`src/rtl/cdu_pulse_arbiter_if.sv`:
```
// Request/pulse bundle between the CDU angle-channel read logic
// and the shared AGC counter-pulse arbiter.
interface cdu_pulse_arbiter_if #(
    parameter int NCH = 5
);
    logic [NCH-1:0] up_req;
    logic [NCH-1:0] dn_req;
    logic [NCH-1:0] ovf_clr;
    logic           pls_up;
    logic           pls_dn;
    logic [2:0]     pls_ch;
    logic           busy;
    logic [NCH-1:0] ovf;

    modport master (
        output up_req,
        output dn_req,
        output ovf_clr,
        input  pls_up,
        input  pls_dn,
        input  pls_ch,
        input  busy,
        input  ovf
    );

    modport slave (
        input  up_req,
        input  dn_req,
        input  ovf_clr,
        output pls_up,
        output pls_dn,
        output pls_ch,
        output busy,
        output ovf
    );
endinterface

```
`src/rtl/cdu_pulse_arbiter.sv`:
```
// Nets per-channel up/down increment requests into saturating pending
// counts and drains them as one AGC pulse per slot, round-robin.
module cdu_pulse_arbiter #(
    parameter int NCH      = 5,
    parameter int CNT_W    = 4,
    parameter int SLOT_DIV = 16
) (
    input logic              CLOCKH,
    input logic              rst,
    cdu_pulse_arbiter_if.slave bus
);
    localparam int SW = (SLOT_DIV > 2) ? $clog2(SLOT_DIV) : 1;
    localparam logic [SW-1:0] SLOT_LAST = SW'(SLOT_DIV - 1);
    localparam logic signed [CNT_W:0] ONE  = (CNT_W+1)'(1);
    localparam logic signed [CNT_W:0] SMAX =
        (CNT_W+1)'((1 << (CNT_W - 1)) - 1);
    localparam logic signed [CNT_W:0] SMIN = -SMAX;

    typedef enum logic {
        IDLE,
        ISSUE
    } state_t;

    state_t state_q;
    state_t state_d;

    logic [SW-1:0] slot_q;
    logic          tick;

    logic signed [CNT_W-1:0] cnt_q [NCH];
    logic signed [CNT_W-1:0] cnt_d [NCH];
    logic [NCH-1:0]          sat;
    logic [NCH-1:0]          nz;
    logic [NCH-1:0]          ovf_q;

    logic [2:0] last_q;
    logic [2:0] sel_idx;
    logic       found;
    logic       sel_pos;
    logic       gnt_vld;

    logic       pls_up_q;
    logic       pls_dn_q;
    logic [2:0] pls_ch_q;

    assign tick = (slot_q == SLOT_LAST);

    // Round-robin search from the channel after the last grant,
    // using only counts registered before this cycle.
    always_comb begin
        logic [2:0] cand;
        found   = 1'b0;
        sel_idx = '0;
        cand    = '0;
        for (int k = 0; k < NCH; k++) begin
            cand = 3'((int'(last_q) + 1 + k) % NCH);
            if (!found && (cnt_q[cand] != '0)) begin
                found   = 1'b1;
                sel_idx = cand;
            end
        end
    end

    assign sel_pos = !cnt_q[sel_idx][CNT_W-1];

    always_comb begin
        state_d = state_q;
        gnt_vld = 1'b0;
        unique case (state_q)
            IDLE: begin
                if (tick && found) begin
                    gnt_vld = 1'b1;
                    state_d = ISSUE;
                end
            end
            ISSUE: begin
                state_d = IDLE;
            end
        endcase
    end

    // One extra bit of headroom so the clamp sees the true sum.
    always_comb begin
        logic signed [CNT_W:0] s;
        s   = '0;
        sat = '0;
        for (int i = 0; i < NCH; i++) begin
            s = {cnt_q[i][CNT_W-1], cnt_q[i]};
            if (bus.up_req[i]) begin
                s = s + ONE;
            end
            if (bus.dn_req[i]) begin
                s = s - ONE;
            end
            if (gnt_vld && (sel_idx == 3'(i))) begin
                s = sel_pos ? (s - ONE) : (s + ONE);
            end
            if (s > SMAX) begin
                s      = SMAX;
                sat[i] = 1'b1;
            end else if (s < SMIN) begin
                s      = SMIN;
                sat[i] = 1'b1;
            end
            cnt_d[i] = s[CNT_W-1:0];
        end
    end

    always_comb begin
        nz = '0;
        for (int i = 0; i < NCH; i++) begin
            nz[i] = (cnt_q[i] != '0);
        end
    end

    always_ff @(posedge CLOCKH) begin
        if (rst) begin
            state_q  <= IDLE;
            slot_q   <= '0;
            last_q   <= 3'(NCH - 1);
            ovf_q    <= '0;
            pls_up_q <= 1'b0;
            pls_dn_q <= 1'b0;
            pls_ch_q <= '0;
            for (int i = 0; i < NCH; i++) begin
                cnt_q[i] <= '0;
            end
        end else begin
            state_q  <= state_d;
            slot_q   <= tick ? '0 : slot_q + 1'b1;
            ovf_q    <= (ovf_q & ~bus.ovf_clr) | sat;
            pls_up_q <= gnt_vld && sel_pos;
            pls_dn_q <= gnt_vld && !sel_pos;
            if (gnt_vld) begin
                last_q   <= sel_idx;
                pls_ch_q <= sel_idx;
            end
            for (int i = 0; i < NCH; i++) begin
                cnt_q[i] <= cnt_d[i];
            end
        end
    end

    assign bus.pls_up = pls_up_q;
    assign bus.pls_dn = pls_dn_q;
    assign bus.pls_ch = pls_ch_q;
    assign bus.busy   = |nz;
    assign bus.ovf    = ovf_q;

endmodule
```
`src/flat_wrapper.sv`:
```
// flat-port wrapper written by rule: the top's interface ports become plain ports
module cdu_pulse_arbiter_flat 
#(
    parameter int NCH      = 5,
    parameter int CNT_W    = 4,
    parameter int SLOT_DIV = 16
)
  (CLOCKH, rst, bus_up_req, bus_dn_req, bus_ovf_clr, bus_pls_up, bus_pls_dn, bus_pls_ch, bus_busy, bus_ovf);
  cdu_pulse_arbiter_if #(.NCH(NCH)) bus_i ();
  input logic CLOCKH;
  input logic rst;
  input wire logic [$bits(bus_i.up_req)-1:0] bus_up_req;
  input wire logic [$bits(bus_i.dn_req)-1:0] bus_dn_req;
  input wire logic [$bits(bus_i.ovf_clr)-1:0] bus_ovf_clr;
  output wire logic [$bits(bus_i.pls_up)-1:0] bus_pls_up;
  output wire logic [$bits(bus_i.pls_dn)-1:0] bus_pls_dn;
  output wire logic [$bits(bus_i.pls_ch)-1:0] bus_pls_ch;
  output wire logic [$bits(bus_i.busy)-1:0] bus_busy;
  output wire logic [$bits(bus_i.ovf)-1:0] bus_ovf;
  assign bus_i.up_req = bus_up_req;
  assign bus_i.dn_req = bus_dn_req;
  assign bus_i.ovf_clr = bus_ovf_clr;
  assign bus_pls_up = bus_i.pls_up;
  assign bus_pls_dn = bus_i.pls_dn;
  assign bus_pls_ch = bus_i.pls_ch;
  assign bus_busy = bus_i.busy;
  assign bus_ovf = bus_i.ovf;
  cdu_pulse_arbiter #(.NCH(NCH), .CNT_W(CNT_W), .SLOT_DIV(SLOT_DIV)) u_core (.CLOCKH(CLOCKH), .rst(rst), .bus(bus_i));
endmodule
```
`config.mk`:
```
export PLATFORM = sky130hd
export DESIGN_NAME = cdu_pulse_arbiter_flat
export DESIGN_NICKNAME = d
export VERILOG_FILES = /design/src/rtl/cdu_pulse_arbiter_if.sv /design/src/rtl/cdu_pulse_arbiter.sv /design/src/flat_wrapper.sv
export SDC_FILE = /design/constraint.sdc
export NUM_CORES = 1
export LEC_CHECK = 0
export ABC_AREA = 1
export BUFFER_PORTS_ARGS = -buffer_cell sky130_fd_sc_hd__buf_4
export CAP_MARGIN = 25
export CORE_ASPECT_RATIO = 0.9
export CORE_UTILIZATION = 25
export CTS_CLUSTER_DIAMETER = 100
export DETAILED_ROUTE_END_ITERATION = 6
export GPL_TIMING_DRIVEN = 0
export PLACE_DENSITY = 0.43
export SETUP_SLACK_MARGIN = 0.5
export SYNTH_ARGS = -nofsm -noshare
export SYNTH_HDL_FRONTEND = slang
export SYNTH_SLANG_ARGS = --single-unit
```
`constraint.sdc`:
```
create_clock -name CLOCKH -period 21.8 [get_ports CLOCKH]
set_input_delay 2.18 -clock CLOCKH [delete_from_list [all_inputs] [get_ports CLOCKH]]
set_output_delay 2.18 -clock CLOCKH [all_outputs]
set_load 0.03 [all_outputs]
```
==> results summary <==
The delay of the slowest cell on the worst path came out at 0.69 ns. The cell count after synthesis came out at 938. The total track usage is a little over an eighth.

The kind of end point of the critical path is a flop. The share of layout cells above drive strength 1 came out at 13.07%. At the worst endpoint, the arrival time is around 8.7 ns. The first detailed-routing pass ran for 5 iterations.

The worst register-to-register path has a setup slack of ~13 ns. The class of the most critical setup path is reg -> reg. The number of core rows came out at 52.

The number of buffers on the longest clock path came out at 2. The flow ran to the end, and the final reports show no timing, DRC or antenna violations. For this run, the top clock speed supported by timing is 118.0 MHz. The final weighted congestion in routability-driven placement came out at between 0.7 and 0.8. TritonCTS built the clock tree. The per-instance average area after synthesis came out at around 6.2 um^2. The count of vias placed by the detailed router is 5,589. The number of clock buffers inserted by TritonCTS came out at 5.

The final cycle utilization of the critical path came out at approximately two fifths. The via count of the first global-routing pass came out at approximately 5,400. The maximum fanout count along the critical path is 20. The final-report hold violation count is 0. The number of cells on the worst reg-to-reg path is slightly above 50. The power density over the cells came out at about 100 nW/um^2.

By instance count, the cell type seen most on the critical path is sky130_fd_sc_hd__nand2_1. In the routed layout, each cell is associated on average with a via count of 4.404. The number of violations reported at the end of detailed-routing iteration 0 came out at 294. After detailed routing, the number of remaining DRC violations is 0. The layout overhead on the synthesized area is 12.68%. Setup repair after global routing left no endpoint under its margin. The number of buffers added for setup after CTS came out at 0.

The master of the slowest instance on the critical path is sky130_fd_sc_hd__inv_1. The number of setup violations in the final report came out at 0. After clock tree synthesis, the clock-pin slew on the worst setup and hold paths is roughly 0.060 ns.

The post-synthesis net count came out at a little over 1,000. After legalization and detailed placement, the total HPWL measured between 10 and 15 mm. For this configuration, the core starts out at a cell density of between 20% and 30%. Summed over all layers, the global routing overflow is 0. The max-slew violation count came out at 0. The die boundary height is between 100 and 150 um. The width of the chip is 162.9 um. Max-cap violations in this run came to 0. The number of distinct library cells after synthesis is 44. The peak supply drop is 38.37 uV. The number of filler cells placed in the layout came out at 2,594. In this run the most critical hold path is launched from u_core.slot_q[0]. At the pin with the least slew margin, the transition time is 0.9016 ns. The total leakage power is 3.452 nW.

The global-route wire length before repair came out at between 20 and 30 mm. The number of instances on the worst hold path is 1. The worst path in the final design needs a cycle of 8.472 ns, including I/O delays and setup.

The post-route standard cell area excluding fillers came out at 6561 um^2. Port buffering added 26 buffers. The placeable core area is ~23,000 um^2.

In this run the critical register-to-register path is captured at u_core.bus.ovf[2]. The count of warnings emitted by yosys is 0. On the final layout, the worst clock skew is 0.008061 ns. The required arrival time at the worst endpoint is roughly 22 ns.

The root buffer selected by CTS is sky130_fd_sc_hd__clkbuf_16. The maximum number of pins on one net before global-route repair came out at 21. The tightest min-delay check is of the reg -> reg type. The clock net in this run drives a total of 36 sinks.

The area of the die is ~24,000 um^2. Dividing the detail-routed wire length by the instance count gives between 10 and 15 um. The area of the mapped netlist is 5823 um^2. The worst pin sits at a relative slew slack of around 40%. The post-detailed-route count of antenna-violating nets came out at 0. The worst hold slack across all endpoints came out at 0.4563 ns. The number of gates resized after CTS was 0. The routed wire length is between 10 and 15 mm. The worst hold path terminates at u_core.slot_q[0]. The final setup TNS came out at 0 ns. The antenna diode instance count is 0. The kind of start point of the critical path is a flop.

The initial antenna violation count is 0. The origin of the critical flop-to-flop path is u_core.bus.pls_ch[0]. The flip-flop and latch count after synthesis is 36. The final layout contains ~1,100 nets. For the worst-skew pair, the clock arrives at the later sink with an insertion delay of 0.29 ns. The share of the Yosys chip area taken by registers is about an eighth.

The top-level I/O count is 28. The H-tree depth reported by CTS came out at 2. The placed instance area came out at approximately 6400 um^2. The number of buffers added to fix hold violations after cts came out at 0.
how the worst max path moves through the flow:
| stage | from | end | slack, ns | cells past startpoint |
|---|---|---|---|---|
| after floorplan | u_core.bus.pls_ch[0] | u_core.bus.ovf[4] | 14.91 | 52 |
| after global placement | u_core.bus.pls_ch[0] | u_core.cnt_q[4][0] | 13.19 | 53 |
| after detailed placement | u_core.bus.pls_ch[0] | u_core.cnt_q[4][0] | 13.21 | 49 |
| after CTS | u_core.bus.pls_ch[0] | u_core.cnt_q[4][0] | 13.17 | 49 |
| after global routing | u_core.bus.pls_ch[0] | u_core.bus.ovf[2] | 12.23 | 53 |
| final | u_core.bus.pls_ch[0] | u_core.bus.ovf[2] | 13.33 | 51 |
flip-flops by register name (all words and copies together) (netlist names):
name	cells
u_core.bus.ovf	5
u_core.slot_q	4
u_core.bus.pls_dn	1
u_core.last_q	1
u_core.state_q	1
u_core.cnt_q	20
u_core.bus.pls_up	1
u_core.bus.pls_ch	3
placed cells by master (no fill, tap or decap), types with 12 or more instances in the layout:
master / synthesis / routed
sky130_fd_sc_hd__ha_1: 72 / 72
sky130_fd_sc_hd__dfxtp_1: 36 / 36
sky130_fd_sc_hd__nand3_1: 95 / 95
sky130_fd_sc_hd__inv_1: 149 / 149
sky130_fd_sc_hd__xnor2_1: 17 / 17
sky130_fd_sc_hd__xor2_1: 23 / 23
sky130_fd_sc_hd__nor2_1: 44 / 44
sky130_fd_sc_hd__nand2_1: 248 / 248
sky130_fd_sc_hd__o21ai_0: 46 / 46
sky130_fd_sc_hd__a21oi_1: 25 / 25
sky130_fd_sc_hd__nand2_2: 21 / 21
sky130_fd_sc_hd__nor3_1: 14 / 14
sky130_fd_sc_hd__buf_4: 4 / 30
sky130_fd_sc_hd__nand3_2: 13 / 13
sky130_fd_sc_hd__inv_2: 17 / 17
sky130_fd_sc_hd__o21ai_1: 12 / 12
sky130_fd_sc_hd__nand4_1: 23 / 23
layout make-up:
cell class / instances / area (um^2) / area share, %
Multi-Input combinational cell: 724 / 4413 / 67.26
Sequential cell: 36 / 720.7 / 10.98
Inverter: 167 / 629.4 / 9.592
Tap cell: 297 / 371.6 / 5.664
Timing Repair Buffer: 26 / 195.2 / 2.975
Clock buffer: 5 / 125.1 / 1.907
Buffer: 11 / 60.06 / 0.9153
Clock inverter: 3 / 46.29 / 0.7056
logic make-up (layout without fill, tap and decap cells):
family,Yosys count,count (layout),synth area share [%]
DFF,36,36,12.38
xor gates and xnor gates,40,40,6.016
muxes,3,3,0.6016
AOI/OAI and AO/OA,108,108,10.68
and+or+nand+nor,496,496,41.30
buffers and inverters,178,212,11.84
adders and majority gates,77,77,17.19
synth_stat cells, drive strengths merged:
master / count / share of area [%]
mux2: 1 / 0.26
dfxtp: 36 / 12
clkbuf: 4 / 0.26
a21boi: 1 / 0.13
o211ai: 5 / 0.64
a31oi: 7 / 0.75
a21oi: 26 / 2.3
xor2: 23 / 3.5
nor4: 2 / 0.21
and2: 2 / 0.21
mux2i: 2 / 0.34
o21bai: 2 / 0.45
buf: 7 / 0.77
a21o: 3 / 0.39
xnor2: 17 / 2.6
o21ai: 63 / 5.9
o2111ai: 1 / 0.15
nand4: 23 / 2.5
nor3: 14 / 1.2
nand3b: 6 / 0.77
nand3: 110 / 11
ha: 72 / 15
inv: 167 / 11
nor2: 59 / 5.7
or2: 8 / 0.86
fa: 5 / 1.7
nand2: 272 / 19
per-layer routing:
layer | global-route usage [%] | vias up | part of all wire (%)
met3 | 1.186 | 2 | 1.9
met4 | 1.262 | 0 | 0.27
met5 | 0 | - | 0
li1 | - | 3078 | -
met1 | 19.91 | 2458 | 56
met2 | 20.74 | 51 | 42
critical path, delay by kind of cell, from the launching register on:
family | cells | cell delay [ns]
xor+xnor | 1 | 0.20
simple gates | 33 | 3.47
flops | 1 | 0.66
compound gates | 3 | 0.68
buf+inv | 8 | 1.66
fa+ha+maj | 6 | 1.70
report_power, final:
group          internal, mW  switching [mW]
Combinational         0.171           0.293
Clock                0.0544          0.0314
Sequential           0.0852          0.0165
metrics by stage:
step	total power [mW]	instances	utilization, %	setup WS [ns]
after global placement	0.5689	1261	28.22	13.19
final	0.6513	1269	28.98	13.33
after global routing	0.7321	1269	28.98	12.23
after detailed placement	0.5676	1261	28.22	13.21
after floorplan	0.4642	938	-	14.91
after CTS	0.6580	1269	28.98	13.17
No activity file was read; power rests on OpenSTA's default activity.
